$ cat src/rtl/hex_display_bank.sv
// Multi-digit hex to seven-segment display bank. A load strobe captures the value,
// which is then decoded MSD-first, one digit per cycle, into per-digit segment stores.
module hex_digit_lane (
  input  logic       clk,
  input  logic       reset,
  input  logic       wr_i,
  input  logic [6:0] seg_i,
  input  logic       show_i,
  output logic [6:0] hex_o
);
  logic [6:0] store_q, hex_q;

  always_ff @(posedge clk) begin
    if (reset) begin
      store_q <= 7'h7F;
      hex_q   <= 7'h7F;
    end else begin
      if (wr_i) store_q <= seg_i;
      hex_q <= show_i ? store_q : 7'h7F;
    end
  end

  assign hex_o = hex_q;
endmodule

module hex_display_bank #(
  parameter int NUM_DIGITS = 6,
  parameter int BLINK_DIV  = 25000000
) (
  input  logic                    clk,
  input  logic                    reset,
  input  logic                    load,
  input  logic [4*NUM_DIGITS-1:0] data,
  input  logic                    blank_lz,
  input  logic [NUM_DIGITS-1:0]   blink_mask,
  input  logic                    disp_en,
  output logic                    busy,
  output logic                    done,
  output logic [7*NUM_DIGITS-1:0] HEX
);
  localparam int IW = (NUM_DIGITS > 1) ? $clog2(NUM_DIGITS) : 1;
  localparam int CW = $clog2(BLINK_DIV);

  typedef enum logic {IDLE, UPDATE} state_t;

  state_t                         state_q, state_d;
  logic [IW-1:0]                  idx_q, idx_d;
  logic [NUM_DIGITS-1:0][3:0]     data_q, data_d;
  logic                           lz_q, lz_d;
  logic                           seen_q, seen_d;
  logic                           done_q, done_d;
  logic [CW-1:0]                  cnt_q;
  logic                           phase_q;
  logic [3:0]                     nib;
  logic [6:0]                     seg_w;
  logic [NUM_DIGITS-1:0][6:0]     hex_w;

  assign busy = (state_q == UPDATE);
  assign done = done_q;
  assign HEX  = hex_w;
  assign nib  = data_q[idx_q];

  always_comb begin
    unique case (nib)
      4'h0: seg_w = 7'b1000000;
      4'h1: seg_w = 7'b1111001;
      4'h2: seg_w = 7'b0100100;
      4'h3: seg_w = 7'b0110000;
      4'h4: seg_w = 7'b0011001;
      4'h5: seg_w = 7'b0010010;
      4'h6: seg_w = 7'b0000010;
      4'h7: seg_w = 7'b1111000;
      4'h8: seg_w = 7'b0000000;
      4'h9: seg_w = 7'b0010000;
      4'hA: seg_w = 7'b0001000;
      4'hB: seg_w = 7'b0000011;
      4'hC: seg_w = 7'b1000110;
      4'hD: seg_w = 7'b0100001;
      4'hE: seg_w = 7'b0000110;
      default: seg_w = 7'b0001110;
    endcase
    // Leading zeros go dark until the first nonzero nibble; digit 0 always shows.
    if (lz_q && nib == 4'h0 && !seen_q && idx_q != '0) seg_w = 7'h7F;
  end

  always_comb begin
    state_d = state_q;
    idx_d   = idx_q;
    data_d  = data_q;
    lz_d    = lz_q;
    seen_d  = seen_q;
    done_d  = 1'b0;
    unique case (state_q)
      IDLE: if (load) begin
        data_d  = data;
        lz_d    = blank_lz;
        idx_d   = IW'(NUM_DIGITS - 1);
        seen_d  = 1'b0;
        state_d = UPDATE;
      end
      UPDATE: begin
        seen_d = seen_q | (nib != 4'h0);
        if (idx_q == '0) begin
          state_d = IDLE;
          done_d  = 1'b1;
        end else begin
          idx_d = idx_q - 1'b1;
        end
      end
      default: state_d = IDLE;
    endcase
  end

  always_ff @(posedge clk) begin
    if (reset) begin
      state_q <= IDLE;
      idx_q   <= '0;
      data_q  <= '0;
      lz_q    <= 1'b0;
      seen_q  <= 1'b0;
      done_q  <= 1'b0;
    end else begin
      state_q <= state_d;
      idx_q   <= idx_d;
      data_q  <= data_d;
      lz_q    <= lz_d;
      seen_q  <= seen_d;
      done_q  <= done_d;
    end
  end

  // Free-running blink divider; phase 1 is the dark half.
  always_ff @(posedge clk) begin
    if (reset) begin
      cnt_q   <= '0;
      phase_q <= 1'b0;
    end else if (cnt_q == CW'(BLINK_DIV - 1)) begin
      cnt_q   <= '0;
      phase_q <= ~phase_q;
    end else begin
      cnt_q <= cnt_q + 1'b1;
    end
  end

  for (genvar d = 0; d < NUM_DIGITS; d++) begin : g_lane
    hex_digit_lane u_lane (
      .clk    (clk),
      .reset  (reset),
      .wr_i   (busy && idx_q == IW'(d)),
      .seg_i  (seg_w),
      .show_i (disp_en && !(blink_mask[d] && phase_q)),
      .hex_o  (hex_w[d])
    );
  end
endmodule

$ cat config.mk
export PLATFORM = sky130hd
export DESIGN_NAME = hex_display_bank
export DESIGN_NICKNAME = d
export VERILOG_FILES = /design/src/rtl/hex_display_bank.sv
export SDC_FILE = /design/constraint.sdc
export NUM_CORES = 1
export LEC_CHECK = 0
export CAP_MARGIN = 25
export CORE_UTILIZATION = 30
export DETAILED_ROUTE_END_ITERATION = 7
export DONT_BUFFER_PORTS = 1
export HOLD_SLACK_MARGIN = 0.12
export SLEW_MARGIN = 20
export SYNTH_ARGS = -nofsm -noshare
export SYNTH_HDL_FRONTEND = slang
export SYNTH_SLANG_ARGS = --single-unit
$ cat constraint.sdc
create_clock -name clk -period 2.6 [get_ports clk]
set_input_delay 0.26 -clock clk [delete_from_list [all_inputs] [get_ports clk]]
set_output_delay 0.26 -clock clk [all_outputs]
set_load 0.01 [all_outputs]
==> impl_results.md <==
* Outcome: finished with violations
* Failing checks: design-rule violations
* Nets at 714
* Num Clock Sinks at 141
* CP max FO at 7
* First-pass GRT wire length at 21.6 mm
* Share of the synthesized area in the top cell type at 50.3%
* Most used flip-flop cell after synthesis: dfxtp_1
* Placed inst area at 5950 um^2
* # diodes at 0
* Period utilisation layout at 95.5%
* IO Pins at 79
* Max-slew violations at 0
* Post-DP HPWL at 9.14 mm
* Sequential fraction of the synthesis area at 50.3%
* Setup violations, final at 0
* Yosys top cell by area: dfxtp_1
* Yosys warns at 0
* Gate Count Post-Synth at 625
* Number of DRC markers in iteration 0 at 334
* Pre-Repair DR Iteration Count at 8
* Final setup margin at 117 ps
* Tot Pwr at 0.00529 W
* Int Power at 0.00387 W
* Kind of critical path: flop to flop
* Sw frac at 26.8%
* NetSw at 0.00142 W
* VDD IR max at 0.000429 V
* Clock Tree Buf Depth at 2
* Number of port buffers at 0
* Relative slew margins at 60.5%
* TritonCTS Buffers at 17
* Flops & latches, synth at 141
* Most common cell after layout, fill and taps aside: dfxtp_1
* Highest Clock Rate at 403 MHz
* Worst Hold Class: input port to flop
* Crit-path cells: mux2_4 > nand3_1 > o211ai_1 > inv_1 > ha_4 > nand2_1 > or3_4 > nand2b_1 > mux4_2 > nor2_1 > o21bai_1
* Clk_skew at 8.62 ps
* Cells taking the most area after synthesis: dfxtp_1, nor2_1, nand2_1
* Mapped cell area at 5610 um^2
* Power Density at 762 nW/um^2
* Most frequent cells in the layout: dfxtp_1, nor2_1, nand2_1
* GRT Residual Overflow at 0
* Die area at 19200 um^2
* Initial Util at 30.9%
* Initial antenna violation count at 0
* Routability congestion estimate at 0.860
* DR vias/cell at 4.73
* Clk Latency, worst-skew pair at 410 ps
* Arrival time at the worst endpoint at 2820 ps
* WL final at 13.2 mm
* Layout cell share with drive strength beyond 1 at 20.6%
* Combinational group share of total power at 12.4%
* Critical path required time at 2940 ps
* Core ar. at 18100 um^2
* Startpoint types: flop
* TritonCTS clock tree: yes
* Leak Pwr at 2.63 nW
* Number of flops mapped to enable cells by yosys at 0
* Slowest stage delay, CP at 400 ps
* Syn Nets at 672
* Vias in the first global route at 4044
* Slew of the pin with the lowest slew margin at 592 ps
* Core Util, Final at 38.3%
* Clock power share at 44.0%
* Max-cap violations at 0
* Total GRT Usage at 14.3%
* Largest net degree at the start of global routing at 80
* FP Rows at 49
* DRC at 11
* Final worst path period need at 2480 ps
* WHS at 143 ps
* Final Cell Area at 6940 um^2
* Final hold vios at 0
* Clock H-tree levels at 4
* Via count at 4298
* Yosys cell types at 52
* Seq pwr share at 43.6%
* CTS root buffer: clkbuf_16
* Fill cells at 1808
* Post-route ant nets at 0
* Setup Slack @ Placement at -11.4 ps
* WL per Instance at 14.6 um
* Mean Syn Cell Area at 8.97 um^2
* Worst R2R Setup Slack at 120 ps
* Chip height at 139 um
* Ys async rst share at 0%
* Die W at 139 um
* Reg clk slew, reported paths at 60 ps
* Crit-path slowest cell: dfxtp_4
* Crit end category: flop
* P&R area growth vs syn at 23.8%
==> per-layer routing <==
metal	vias up	routed length (um)	GRT usage, %
li1	2197	-	-
met1	1970	6500	19.8
met2	118	5780	21.1
met3	13	818	4.01
met4	0	131	5.15
met5	-	0	0
==> area by class of cell <==
class | instances | area, um^2 | area share, %
Clock buffer | 18 | 429 | 6.18
Timing Repair Buffer | 57 | 526 | 7.57
Tap cell | 229 | 287 | 4.13
Multi-Input combinational cell | 440 | 2700 | 38.8
Inverter | 10 | 43.8 | 0.631
Sequential cell | 141 | 2830 | 40.7
Clock inverter | 13 | 133 | 1.91
==> flip-flops by register name, summed over array words and instances, names as in the netlist <==
register,cells
g_lane.u_lane.hex_o,42
g_lane.u_lane.store_q,42
cnt_q,25
data_q,24
idx_q,3
busy,1
done,1
lz_q,1
phase_q,1
seen_q,1
==> cells by family after synthesis <==
logic type	synth area share, %
AO/OA/AOI/OAI	11.0
XOR/XNOR	3.59
adder cells (fa/ha/maj)	2.68
buffers and inverters	3.32
flip-flops	50.3
multiplexers	4.69
AND/OR/NAND/NOR	24.4
==> synth_stat cells (6+ instances only) <==
cell      count
inv_1        10
clkbuf_1     23
and2_1        6
a31oi_1      11
xnor2_1       7
mux2i_1       8
xor2_1       16
nand2_1      77
nor2_1       83
a21oi_1      44
nand4_1       6
nand3_1      17
o21bai_1     19
or2_2        43
and3_1        7
dfxtp_1     141
ha_1         12
nor3_1       27
==> through the flow <==
step | instances | setup TNS [ps]
after floorplan | 625 | 0
after global placement | 846 | 0
after detailed placement | 846 | -11.4
after CTS | 903 | 0
after global routing | 908 | -412
final | 908 | 0
==> power by group through the flow <==
stage | Combinational, W | Clock, W | Sequential [W]
finish | 0.000656 | 0.00233 | 0.00231
global route | 0.000726 | 0.00247 | 0.00232
CTS | 0.000610 | 0.00238 | 0.00230
detailed placement | 0.000547 | 0 | 0.00235
global placement | 0.000543 | 0 | 0.00235
floorplan | 0.000386 | 0 | 0.00233
==> path summary, 6_finish.rpt <==
| kind | startpoint | to | cells after the start |
|---|---|---|---|
| setup / recovery | idx_q[0] | g_lane[3].u_lane.store_q[0] | 11 |
| hold / removal | load | busy | 2 |
| setup reg to reg | idx_q[0] | g_lane[3].u_lane.store_q[0] | 11 |
| hold reg to reg | g_lane[0].u_lane.store_q[2] | g_lane[0].u_lane.hex_o[2] | 1 |
==> worst max-delay path, delay by kind of cell, from the launching register on <==
family                     cells  cell delay, ps
AOI/OAI and AO/OA              2             300
adders and majority gates      1             160
buffers and inverters          1             170
DFF                            1             400
muxes                          2             680
and+or+nand+nor                5             680
==> what timing repair did <==
action | CTS | global route
endpoints found under the hold margin | 74 | 0
gates cloned | 0 | 0
buffers inserted | 0 | 4
setup endpoints to repair | 12 | 40
pin swaps | 0 | 12
resized for setup | 3 | 26
hold buffers | 26 | 0
Power figures use the tool's default switching activity.
